===== src/rtl/hififo_pkg.sv =====
// rtl/hififo_pkg.sv - shared state encoding, register offsets and control bits for the DMA write path
package hififo_pkg;

  typedef enum logic [1:0] {
    ST_IDLE = 2'd0,
    ST_RUN  = 2'd1,
    ST_DONE = 2'd2
  } state_t;

  // Word offsets from the block's PIO base address
  localparam logic [12:0] OFF_BASE    = 13'd0;
  localparam logic [12:0] OFF_COUNT   = 13'd1;
  localparam logic [12:0] OFF_CONTROL = 13'd2;

  // CONTROL write bit positions
  localparam int CTRL_START = 0;
  localparam int CTRL_ABORT = 1;
  localparam int CTRL_CLEAR = 2;

endpackage


===== src/rtl/dma_write_sequencer.sv =====
// rtl/dma_write_sequencer.sv - turns FIFO words into sequential host memory-write requests under PIO control
module dma_write_sequencer
  import hififo_pkg::*;
#(
  parameter logic [12:0] REG_BASE = 13'd16
) (
  input  logic        clock,
  input  logic        reset,
  input  logic        pio_write_valid,
  input  logic        pio_read_valid,
  input  logic [12:0] pio_address,
  input  logic [63:0] pio_write_data,
  output logic [63:0] pio_read_data,
  input  logic [63:0] fifo_data,
  input  logic        fifo_valid,
  output logic        fifo_ready,
  output logic        write_request_valid,
  output logic [63:0] write_request_address,
  output logic [63:0] write_request_data,
  input  logic        write_request_ready,
  output logic        busy,
  output logic        interrupt
);

  localparam logic [12:0] ADDR_BASE    = REG_BASE + OFF_BASE;
  localparam logic [12:0] ADDR_COUNT   = REG_BASE + OFF_COUNT;
  localparam logic [12:0] ADDR_CONTROL = REG_BASE + OFF_CONTROL;

  state_t      state, state_next;
  logic [63:0] address;
  logic [31:0] remaining;
  logic [31:0] words_sent;
  logic        done;
  logic        aborted;
  logic        abort_req;

  logic base_write, count_write, control_write;
  logic start, abort, clear;
  logic request_free, transfer;

  assign base_write    = pio_write_valid && (pio_address == ADDR_BASE);
  assign count_write   = pio_write_valid && (pio_address == ADDR_COUNT);
  assign control_write = pio_write_valid && (pio_address == ADDR_CONTROL);
  assign start         = control_write && pio_write_data[CTRL_START];
  assign abort         = control_write && pio_write_data[CTRL_ABORT];
  assign clear         = control_write && pio_write_data[CTRL_CLEAR];

  // Output slot is free when empty or being drained this cycle
  assign request_free = !write_request_valid || write_request_ready;
  assign transfer     = fifo_valid && fifo_ready;

  always_ff @(posedge clock) begin
    if (reset) state <= ST_IDLE;
    else       state <= state_next;
  end

  always_comb begin
    state_next = state;
    case (state)
      ST_IDLE: if (start) state_next = (remaining != 32'd0) ? ST_RUN : ST_DONE;
      ST_RUN:  if (remaining == 32'd0 && request_free) state_next = abort_req ? ST_IDLE : ST_DONE;
      ST_DONE: state_next = ST_IDLE;
      default: state_next = ST_IDLE;
    endcase
  end

  always_comb begin
    busy       = (state == ST_RUN);
    fifo_ready = busy && (remaining != 32'd0) && request_free;
  end

  always_ff @(posedge clock) begin
    if (reset) begin
      address               <= 64'd0;
      remaining             <= 32'd0;
      words_sent            <= 32'd0;
      done                  <= 1'b0;
      aborted               <= 1'b0;
      abort_req             <= 1'b0;
      interrupt             <= 1'b0;
      write_request_valid   <= 1'b0;
      write_request_address <= 64'd0;
      write_request_data    <= 64'd0;
      pio_read_data         <= 64'd0;
    end else begin
      if (!busy && base_write)  address   <= {pio_write_data[63:3], 3'b000};
      if (!busy && count_write) remaining <= pio_write_data[31:0];

      if (transfer) begin
        address               <= address + 64'd8;
        remaining             <= remaining - 32'd1;
        write_request_valid   <= 1'b1;
        write_request_address <= address;
        write_request_data    <= fifo_data;
      end else if (write_request_ready) begin
        write_request_valid <= 1'b0;
      end

      // Clear is applied before the increment so start+clear restarts the tally
      if (transfer)   words_sent <= (clear ? 32'd0 : words_sent) + 32'd1;
      else if (clear) words_sent <= 32'd0;

      if (clear)             done    <= 1'b0;
      if (state == ST_DONE)  done    <= 1'b1;
      if (clear)             aborted <= 1'b0;

      if (busy && abort) begin
        remaining <= 32'd0;
        aborted   <= 1'b1;
        abort_req <= 1'b1;
      end else if (state == ST_IDLE && start) begin
        abort_req <= 1'b0;
      end

      interrupt <= (state == ST_DONE);

      if (pio_read_valid) begin
        if (pio_address == ADDR_BASE)
          pio_read_data <= address;
        else if (pio_address == ADDR_COUNT)
          pio_read_data <= {32'd0, remaining};
        else if (pio_address == ADDR_CONTROL)
          pio_read_data <= {words_sent, 29'd0, aborted, done, busy};
      end
    end
  end

endmodule


===== config.mk =====
export PLATFORM = sky130hd
export DESIGN_NAME = dma_write_sequencer
export DESIGN_NICKNAME = d
export VERILOG_FILES = /design/src/rtl/hififo_pkg.sv /design/src/rtl/dma_write_sequencer.sv
export SDC_FILE = /design/constraint.sdc
export NUM_CORES = 1
export LEC_CHECK = 0
export BUFFER_PORTS_ARGS = -buffer_cell sky130_fd_sc_hd__buf_2
export CORE_AREA = 2 2 126 251
export DETAILED_ROUTE_END_ITERATION = 10
export DIE_AREA = 0 0 128 253
export PLACE_DENSITY = 0.76
export SETUP_SLACK_MARGIN = 0.2
export SLEW_MARGIN = 20
export SYNTH_ARGS = -nofsm -noshare
export SYNTH_HDL_FRONTEND = slang
export SYNTH_SLANG_ARGS = --single-unit

===== constraint.sdc =====
create_clock -name clock -period 3.25 [get_ports clock]
set_clock_uncertainty 0.2 [all_clocks]
set_input_delay 0.65 -clock clock [delete_from_list [all_inputs] [get_ports clock]]
set_output_delay 0.65 -clock clock [all_outputs]
set_load 0.02 [all_outputs]

==> flow_summary.json <==
{
  "grt.total_usage_pct": 27.9,
  "ir_drop_mv": 0.417,
  "drtIter0Drc": 1223,
  "drc": 0,
  "drive_gt1_share_pct": 25.3,
  "critPathLaunchType": "register",
  "max_slew_margin_pct": 40.8,
  "die-area_sq_um": 32400,
  "portBuffers": 339,
  "cts_buffers": 28,
  "cts-root-buf": "clkbuf_16",
  "grt_pass1_wl_microns": 73000,
  "clkTransAtPathRegs_ns": 0.07,
  "yosysUniqueCellTypes": 77,
  "std_cell_rows": 91,
  "wl_per_cell_microns": 18.5,
  "power_density_nw_per_um2": 420,
  "synth_compound_area_share_pct": 19.4,
  "required_ns": 2.40,
  "status": "finished, final reports clean",
  "core-area_sq_um": 30500,
  "cp_max_fo": 2,
  "hpwlAfterDp_microns": 34300,
  "async_reset_ff_share_pct": 0,
  "rsz0062_at_grt": "true",
  "path_class": "register to primary output",
  "finalSetupTns_ns": 0,
  "grt_pass1_vias": 13600,
  "fmax_ghz": 0.309,
  "drtAntennaViolNets": 0,
  "synth.top_cells.by_count": "nand2_1 (389), dfxtp_1 (321), a21oi_1 (206)",
  "ys.warnings.count": 0,
  "vias": 15100,
  "drt-total-wl_microns": 47500,
  "worst_hold_path_type": "primary input to register",
  "synth.area.top_cells": "dfxtp_1 (43%), nand2_1 (9.9%), a21oi_1 (7.0%), nor2_1 (3.9%), mux2_2 (2.5%)",
  "htreeDepth": 1,
  "ctsHoldBuffers": 0,
  "synth_top_family_by_area": "simple AND/OR/NAND/NOR gates",
  "muxShareOfSynthArea_pct": 2.73,
  "worstSkewPairLatency_ns": 0.58,
  "nets": 2317,
  "area_delta_synth_final_pct": 22.9,
  "drv_slew": 0,
  "clk_path_buf_depth": 3,
  "min_period_ns": 3.23,
  "grt_max_degree": 136,
  "synth_simple_gate_area_share_pct": 27.4,
  "final_hold_viol_count": 0,
  "syn_avg_cell_area_sq_um": 7.94,
  "antenna_found_initial": 1,
  "maxCapViolations": 0,
  "start_util_pct": 48.4,
  "synth-seq-cells": 321,
  "synth_edf_count": 0,
  "syn_inst": 1861,
  "synth-xor-area-share_pct": 1.84,
  "gp_congestion": 0.954,
  "p_leak_nw": 6.83,
  "cts_tree": "yes",
  "synthAdderAreaFrac_pct": 0.339,
  "ios": 343,
  "critical_path.endpoint_type": "primary output",
  "chipWidth_microns": 128,
  "final_area_sq_um": 18200,
  "synth_top_area_share_pct": 43.5,
  "synth_most_common_cell": "nand2_1",
  "setup_viol": 0,
  "timing.final.crit_share_pct": 99.5,
  "arrival_ns": 2.38,
  "die_h_microns": 253,
  "dpl-instance-area_sq_um": 17100,
  "yosys.area.top_type": "dfxtp_1",
  "syn-cell-area_sq_um": 14800,
  "overflow": 0,
  "clock_sinks": 321,
  "synth_ff_type": "dfxtp_1",
  "ys_seq_area_share_pct": 43.5,
  "worstMarginPinSlew_ns": 0.889,
  "first_pass_iters": 6,
  "avgViaCountPerCell": 5.91
}
## layout make-up
| type | instances | area [sq um] |
|---|---|---|
| inverter | 17 | 63.8 |
| timing repair buffer | 415 | 2490 |
| clock buffer | 45 | 876 |
| antenna | 1 | 2.50 |
| sequential | 321 | 6430 |
| multi-input combinational | 1383 | 7760 |
| clock inverter | 7 | 67.6 |
| tap | 372 | 465 |
| fill | 2790 | 12300 |
## worst max-delay path, cell delays in order, from the launching register on
cell	delay, ns
dfxtp_2	0.33
or4_4	0.56
nor3_4	0.17
and4b_1	0.27
nand4_1	0.17
and3_1	0.21
buf_6	0.13
## worst paths after layout
kind                                     startpoint                                      to  slack, ns  cells after the start
max                      remaining[14]$_SDFFE_PP0P_                              fifo_ready       0.02                      6
max reg2reg              remaining[14]$_SDFFE_PP0P_     write_request_data[39]$_SDFFE_PP0P_       0.33                      8
min                                    fifo_data[0]      write_request_data[0]$_SDFFE_PP0P_       0.11                      3
min reg2reg  write_request_address[45]$_SDFFE_PP0P_  write_request_address[45]$_SDFFE_PP0P_       0.25                      2
## power by group
part           internal [mW]  switching (mW)  total [mW]
registers               3.93        0.000206        3.93
clock network           1.93            1.52        3.45
logic                 0.0903           0.153       0.244
## cell families (layout without fill, tap and decap cells)
| family | after synthesis | after routing |
|---|---|---|
| XOR/XNOR | 31 | 31 |
| other | 1 | 4 |
| flip-flops | 321 | 321 |
| buffers and inverters | 159 | 484 |
| multiplexers | 36 | 36 |
| adder cells (fa/ha/maj) | 4 | 4 |
| AO/OA/AOI/OAI | 462 | 462 |
| AND/OR/NAND/NOR | 847 | 847 |
## routing by layer
layer,vias to the layer above,GRT usage [%],share of wire [%]
li1,7238,-,-
met1,6994,37.4,42
met2,793,44.9,46
met3,104,3.85,8.4
met4,0,12.0,4.2
met5,-,0,0
## metrics by stage
stage	setup WS, ns	utilization (%)	instances	hold slack, ns	total power, mW
final	0.0162	59.5	2561	0.111	7.62
after global routing	-0.0612	59.5	2561	0.123	7.84
after CTS	0.0175	59.4	2560	0.104	7.67
after detailed placement	0.0863	56.2	2504	0.243	4.26
after global placement	0.115	56.2	2504	0.238	4.26
after floorplan	0.124	-	1863	0.237	4.12
## what timing repair did
action | in CTS | in global routing
endpoints found under the setup margin | 1 | 3
buffers inserted | 4 | 0
pin swaps | 5 | 0
gates resized for setup | 10 | 6
## cell usage in the layout, fill, tap and decap left out, types with 10 or more instances in the layout
cell type    n
nand4_1     38
nor3_1      33
nor4_1      21
o211ai_1    19
a22oi_1     39
buf_2      337
nor3b_1     31
a21oi_1    206
inv_1       16
clkbuf_16   29
buf_4       59
mux2_2      33
nand2_1    389
xor2_1      17
and3_1      22
a31oi_1     49
o21ai_0     48
nor2_1     152
or3_1       26
xnor2_1     13
clkbuf_8    10
a211oi_1    37
buf_12      17
dfxtp_1    316
nand3_1     55
## state kept, by name, summed over array words and instances (netlist names)
register / count
words_sent: 32
state: 2
write_request_valid: 1
address: 61
done: 1
interrupt: 1
write_request_data: 64
write_request_address: 61
aborted: 1
pio_read_data: 64
remaining: 32
abort_req: 1
Note: power is estimated with default switching activity, not from simulation.
